### src/rtl/serial_sub_pkg.sv
// Shared definitions for the bit-serial subtractor: FSM state encoding,
// the default operand width and the bit-counter width helper.
`timescale 1ns/1ps

package serial_sub_pkg;

  // Default operand/result width in bits (legal range 2..16).
  localparam int DEFAULT_WIDTH = 8;

  // Controller states: waiting for operands, shifting bits, holding result.
  typedef enum logic [1:0] {
    IDLE = 2'd0,
    RUN  = 2'd1,
    DONE = 2'd2
  } state_e;

  // Bit counter width: clog2(WIDTH), never narrower than one bit.
  function automatic int cnt_width(input int width);
    if (width <= 2) begin
      return 1;
    end
    return $clog2(width);
  endfunction

endpackage

### src/rtl/full_subtractor.sv
// Single-bit full subtractor cell: d = x - y - bin, with borrow out.
// Mirror image of the ripple adder's full-adder cell.
`timescale 1ns/1ps

module full_subtractor (
  input  logic x,
  input  logic y,
  input  logic bin,
  output logic d,
  output logic bout
);

  logic x_xor_y;

  // Difference bit and borrow-out, purely combinational.
  always_comb begin
    x_xor_y = x ^ y;
    d       = x_xor_y ^ bin;
    bout    = (~x & y) | (~x_xor_y & bin);
  end

endmodule

### src/rtl/serial_subtractor.sv
// Bit-serial subtractor: computes (a - b) mod 2^WIDTH one bit per clock,
// LSB first, with a registered borrow between bit positions.
// Operands enter through a valid/ready handshake; the result is held on a
// valid/ready output handshake until the consumer takes it.
// Optional feature macro: SERIAL_SUB_OVF_EN adds the registered ovf output
// (two's-complement overflow of the subtraction).
`timescale 1ns/1ps

module serial_subtractor
  import serial_sub_pkg::*;
#(
  parameter int WIDTH = DEFAULT_WIDTH
) (
  input  logic             clk,
  input  logic             rst_n,
  input  logic             in_valid,
  output logic             in_ready,
  input  logic [WIDTH-1:0] a,
  input  logic [WIDTH-1:0] b,
  output logic             out_valid,
  input  logic             out_ready,
  output logic [WIDTH-1:0] diff,
  output logic             borrow,
  output logic             zero
`ifdef SERIAL_SUB_OVF_EN
  ,
  output logic             ovf
`endif
);

  localparam int             CW       = cnt_width(WIDTH);
  localparam logic [CW-1:0]  LAST_CNT = CW'(WIDTH - 1);

  // Controller and datapath state.
  state_e           state_q,     state_d;
  logic [WIDTH-1:0] a_sr_q,      a_sr_d;
  logic [WIDTH-1:0] b_sr_q,      b_sr_d;
  logic [WIDTH-1:0] dsr_q,       dsr_d;
  logic             br_q,        br_d;
  logic [CW-1:0]    cnt_q,       cnt_d;

  // Registered outputs; the result registers are only non-zero in DONE.
  logic             in_ready_q,  in_ready_d;
  logic             out_valid_q, out_valid_d;
  logic [WIDTH-1:0] diff_q,      diff_d;
  logic             borrow_q,    borrow_d;
  logic             zero_q,      zero_d;
`ifdef SERIAL_SUB_OVF_EN
  logic             ovf_q,       ovf_d;
`endif

  // Single full-subtractor cell working on the current LSB of each operand.
  logic             fs_d;
  logic             fs_bout;
  logic [WIDTH-1:0] dsr_shifted;

  full_subtractor u_fs (
    .x    (a_sr_q[0]),
    .y    (b_sr_q[0]),
    .bin  (br_q),
    .d    (fs_d),
    .bout (fs_bout)
  );

  // The new difference bit enters at the MSB, so after WIDTH shifts the
  // LSB-first stream has landed in its natural bit positions.
  assign dsr_shifted = {fs_d, dsr_q[WIDTH-1:1]};

  // Next-state logic for the handshake FSM and the serial datapath.
  always_comb begin
    state_d     = state_q;
    a_sr_d      = a_sr_q;
    b_sr_d      = b_sr_q;
    dsr_d       = dsr_q;
    br_d        = br_q;
    cnt_d       = cnt_q;
    in_ready_d  = in_ready_q;
    out_valid_d = out_valid_q;
    diff_d      = diff_q;
    borrow_d    = borrow_q;
    zero_d      = zero_q;
`ifdef SERIAL_SUB_OVF_EN
    ovf_d       = ovf_q;
`endif

    case (state_q)
      IDLE: begin
        if (in_valid && in_ready_q) begin
          a_sr_d     = a;
          b_sr_d     = b;
          dsr_d      = '0;
          br_d       = 1'b0;
          cnt_d      = '0;
          in_ready_d = 1'b0;
          state_d    = RUN;
        end
      end

      RUN: begin
        a_sr_d = a_sr_q >> 1;
        b_sr_d = b_sr_q >> 1;
        dsr_d  = dsr_shifted;
        br_d   = fs_bout;
        cnt_d  = cnt_q + CW'(1);
        if (cnt_q == LAST_CNT) begin
          // Final (MSB) stage: the borrow out of this stage is the
          // unsigned borrow of the whole subtraction.
          cnt_d       = '0;
          out_valid_d = 1'b1;
          diff_d      = dsr_shifted;
          borrow_d    = fs_bout;
          zero_d      = (dsr_shifted == '0);
`ifdef SERIAL_SUB_OVF_EN
          // Signed overflow: borrow into MSB differs from borrow out of it.
          ovf_d       = br_q ^ fs_bout;
`endif
          state_d     = DONE;
        end
      end

      DONE: begin
        // No bypass into a new operation: the block always passes through
        // IDLE for one cycle before accepting operands again.
        if (out_ready) begin
          out_valid_d = 1'b0;
          in_ready_d  = 1'b1;
          diff_d      = '0;
          borrow_d    = 1'b0;
          zero_d      = 1'b0;
`ifdef SERIAL_SUB_OVF_EN
          ovf_d       = 1'b0;
`endif
          state_d     = IDLE;
        end
      end

      default: begin
        // Unreachable encoding: recover to an idle, empty block.
        out_valid_d = 1'b0;
        in_ready_d  = 1'b1;
        diff_d      = '0;
        borrow_d    = 1'b0;
        zero_d      = 1'b0;
`ifdef SERIAL_SUB_OVF_EN
        ovf_d       = 1'b0;
`endif
        cnt_d       = '0;
        br_d        = 1'b0;
        state_d     = IDLE;
      end
    endcase
  end

  // State registers; reset aborts any operation in flight.
  always_ff @(posedge clk or negedge rst_n) begin
    if (!rst_n) begin
      state_q     <= IDLE;
      a_sr_q      <= '0;
      b_sr_q      <= '0;
      dsr_q       <= '0;
      br_q        <= 1'b0;
      cnt_q       <= '0;
      in_ready_q  <= 1'b1;
      out_valid_q <= 1'b0;
      diff_q      <= '0;
      borrow_q    <= 1'b0;
      zero_q      <= 1'b0;
`ifdef SERIAL_SUB_OVF_EN
      ovf_q       <= 1'b0;
`endif
    end else begin
      state_q     <= state_d;
      a_sr_q      <= a_sr_d;
      b_sr_q      <= b_sr_d;
      dsr_q       <= dsr_d;
      br_q        <= br_d;
      cnt_q       <= cnt_d;
      in_ready_q  <= in_ready_d;
      out_valid_q <= out_valid_d;
      diff_q      <= diff_d;
      borrow_q    <= borrow_d;
      zero_q      <= zero_d;
`ifdef SERIAL_SUB_OVF_EN
      ovf_q       <= ovf_d;
`endif
    end
  end

  assign in_ready  = in_ready_q;
  assign out_valid = out_valid_q;
  assign diff      = diff_q;
  assign borrow    = borrow_q;
  assign zero      = zero_q;
`ifdef SERIAL_SUB_OVF_EN
  assign ovf       = ovf_q;
`endif

endmodule

### config.mk
export PLATFORM = sky130hd
export DESIGN_NAME = serial_subtractor
export DESIGN_NICKNAME = d
export VERILOG_FILES = /design/src/rtl/serial_sub_pkg.sv /design/src/rtl/full_subtractor.sv /design/src/rtl/serial_subtractor.sv
export SDC_FILE = /design/constraint.sdc
export NUM_CORES = 1
export LEC_CHECK = 0
export BUFFER_PORTS_ARGS = -buffer_cell sky130_fd_sc_hd__buf_2
export CORE_MARGIN = 2
export CORE_UTILIZATION = 42
export DETAILED_ROUTE_END_ITERATION = 10
export GPL_TIMING_DRIVEN = 0
export PLACE_DENSITY = 0.74
export SYNTH_ARGS = -nofsm -noshare
export SYNTH_HDL_FRONTEND = slang
export SYNTH_HIERARCHICAL = 1
export SYNTH_SLANG_ARGS = --single-unit
### constraint.sdc
create_clock -name clk -period 1.9 [get_ports clk]
set_input_delay 0.475 -clock clk [delete_from_list [all_inputs] [get_ports clk]]
set_output_delay 0.475 -clock clk [all_outputs]
set_load 0.03 [all_outputs]
==> impl_metrics.py <==
metrics = {
    "place": {
        "portBuffers": 31,
        "gp_congestion": 0.753,
        "dp_hpwl_um": 2400,
        "dp_cells": 257,
    },
    "global_routing": {
        "grt.overflow.total": 0,
        "grt_max_degree": 42,
        "grt_pass1_wl_um": 5980,
        "use_met1_pct": 21.6,
        "grt_usage_pct": 15.6,
        "top_usage_layer": "met2",
        "antenna_found_initial": 0,
        "met2_usage_pct": 23.7,
        "met3_usage_pct": 3.49,
        "grt_pass1_vias": 1269,
    },
    "floorplanning": {
        "initial_core_util_pct": 44.3,
        "rows": 23,
        "die_h_um": 69.5,
        "die-area_sq_mm": 0.00482,
        "num_io_pins": 32,
        "die_x_um": 69.5,
        "core-area_sq_mm": 0.00406,
    },
    "critical_path": {
        "crit_required_ps": 2140,
        "reg2reg_from": "cnt_q[0]",
        "crit_type": "reg2reg",
        "ff2ff_path_depth": 5,
        "cp-startpoint": "cnt_q[0]",
        "critical_path_arrival_ps": 1830,
        "startpoint_type": "flip-flop",
        "endpoint_kind": "flip-flop",
        "critPathMaxFanout": 10,
    },
    "finish": {
        "area_growth_pct": 19.5,
        "antenna_cells": 0,
        "drive_gt1_share_pct": 26.0,
        "fin_cells": 265,
        "final_nets": 237,
        "post-route-util_pct": 53.0,
    },
    "power_and_ir_drop": {
        "powerDensity_mw_per_mm2": 1500,
        "peakVddDrop_mv": 0.796,
        "leakagePower_nw": 1.13,
        "power.total_mw": 3.22,
    },
    "yosys": {
        "yosys-top-cells-area": "dfrtp_1 56%, a21oi_1 8.1%, nand2_1 6.3%, a22o_1 5.8%, nor2_1 3.1%",
        "synthCells": 176,
        "syn_avg_cell_area_sq_um": 10.2,
        "synth_fp_nets": 199,
        "yosys.area.top_type": "dfrtp_1",
        "seq_area_frac_synth_pct": 57.1,
        "synth-seq-cells": 41,
        "synth_top_area_share_pct": 55.6,
        "netlist_area_sq_mm": 0.00180,
        "synthDistinctLibCells": 28,
        "yosysWarnings": 6,
    },
    "clock_tree": {
        "cts_resized": 0,
        "root_buffer": "clkbuf_8",
        "postCtsSetupBuffers": 0,
        "clock_latency_ps": 300,
        "clock-sinks": 41,
        "cts_buffers": 5,
        "clkSlewWorstSetupHoldPaths_ps": 80,
        "cts_buffer_depth": 2,
        "cts_hold_buf": 0,
        "htreeDepth": 2,
        "cts_tree": "yes",
    },
    "timing": {
        "hold_viol": 0,
        "report.final.setup_viol": 0,
        "clock_skew_ps": 5.53,
        "rsz0062_at_grt": "no",
        "max-slew-margin-rel_pct": 40.0,
        "fin_crit_sh_pct": 83.6,
        "slew_violations": 0,
        "worst_slew_pin_slew_ps": 899,
        "tns_ps": 0,
        "finalCriticalPeriod_ps": 1590,
        "fmax_mhz": 629,
    },
    "outcome": {
        "status": "completed",
    },
    "route": {
        "drcViolationCount": 0,
        "vias": 1356,
        "firstDrtPassIters": 4,
        "wire_per_inst_um": 13.2,
        "drtAntennaViolNets": 0,
        "drt_iter0_markers": 105,
        "wl_um": 3500,
        "via_per_inst": 5.12,
    },
    "worst_hold_path": {
        "hold_path_class": "in2async",
    },
    "job": {
        "maxCapViolCount": 0,
    },
}
-- placed cells by master (no fill, tap or decap), types with 2 or more instances in the layout --
master,n
nor2_1,15
a22o_1,12
ha_1,2
buf_6,4
inv_1,4
nand2_1,30
dfrtp_1,40
nor3_1,2
bufinv_16,2
buf_2,38
buf_4,2
nand3_1,7
mux2i_1,2
a21oi_1,29
nor4_1,2
o21ai_0,3
a21o_1,3
clkbuf_8,5
-- critical path: stages (launching register included) --
cell	delay, ps
dfrtp_1	410
ha_1	210
ha_1	220
o21ai_0	260
buf_2	280
a22o_1	160
-- state kept, by name (all words and copies together) (netlist names), 2 cells and up --
| signal | count |
|---|---|
| state_q | 2 |
| b_sr_q | 8 |
| diff | 8 |
| cnt_q | 3 |
| dsr_q | 7 |
| a_sr_q | 8 |
-- worst paths after layout --
check | end | slack [ps]
hold / removal | out_valid | 300
hold reg to reg | out_valid | 480
setup reg to reg | diff[7] | 310
min in group clk | a_sr_q[6] | 460
max in group asynchronous | diff[4] | 1040
setup / recovery | diff[7] | 310
-- cells by family after synthesis --
kind of cell	synth area share, %
AO/OA/AOI/OAI	17.4
adder cells (fa/ha/maj)	2.50
buffers and inverters	6.12
flip-flops	57.1
multiplexers	1.11
AND/OR/NAND/NOR	15.8
-- routing by layer --
metal	wire [um]	part of all wire, %
met5	0	0
met3	183	5.2
met4	82	2.3
met1	1680	48
met2	1550	44
-- stage by stage --
step,instance area [sq um],setup WS [ps],hold slack (ps)
after floorplan,1800,531,179
after global placement,2020,329,455
after detailed placement,2020,316,478
after CTS,2150,287,336
after global routing,2150,212,387
final,2150,311,299
-- synthesized netlist by cell type --
cell type,number
dfrtp_1,40
nand2_1,30
a21oi_1,29
nor2_1,15
a22o_1,12
buf_2,7
nand3_1,7
buf_6,4
inv_1,4
a21o_1,3
o21ai_0,3
buf_4,2
ha_1,2
mux2i_1,2
nor3_1,2
nor4_1,2
a32o_1,1
and2_4,1
and3b_1,1
dfstp_2,1
fa_1,1
nand2b_1,1
nand3b_1,1
nor2_2,1
nor2b_4,1
o22a_1,1
o22ai_1,1
or2_1,1
-- where the power goes --
group,switching (mW),internal (mW)
combinational,0.568,0.411
clock,0.307,0.522
sequential,0.208,1.21
total,1.08,2.14
-- cell type report --
class / instances / area, sq um
well taps: 50 / 62.6
flip-flops and latches: 41 / 1030
multi-input cells: 118 / 662
clock inverters: 3 / 65.1
inverters: 4 / 15.0
plain buffers: 13 / 95.1
clock buffers: 5 / 68.8
fillers: 377 / 1910
repair buffers: 31 / 155
Note: power is estimated with default switching activity, not from simulation.
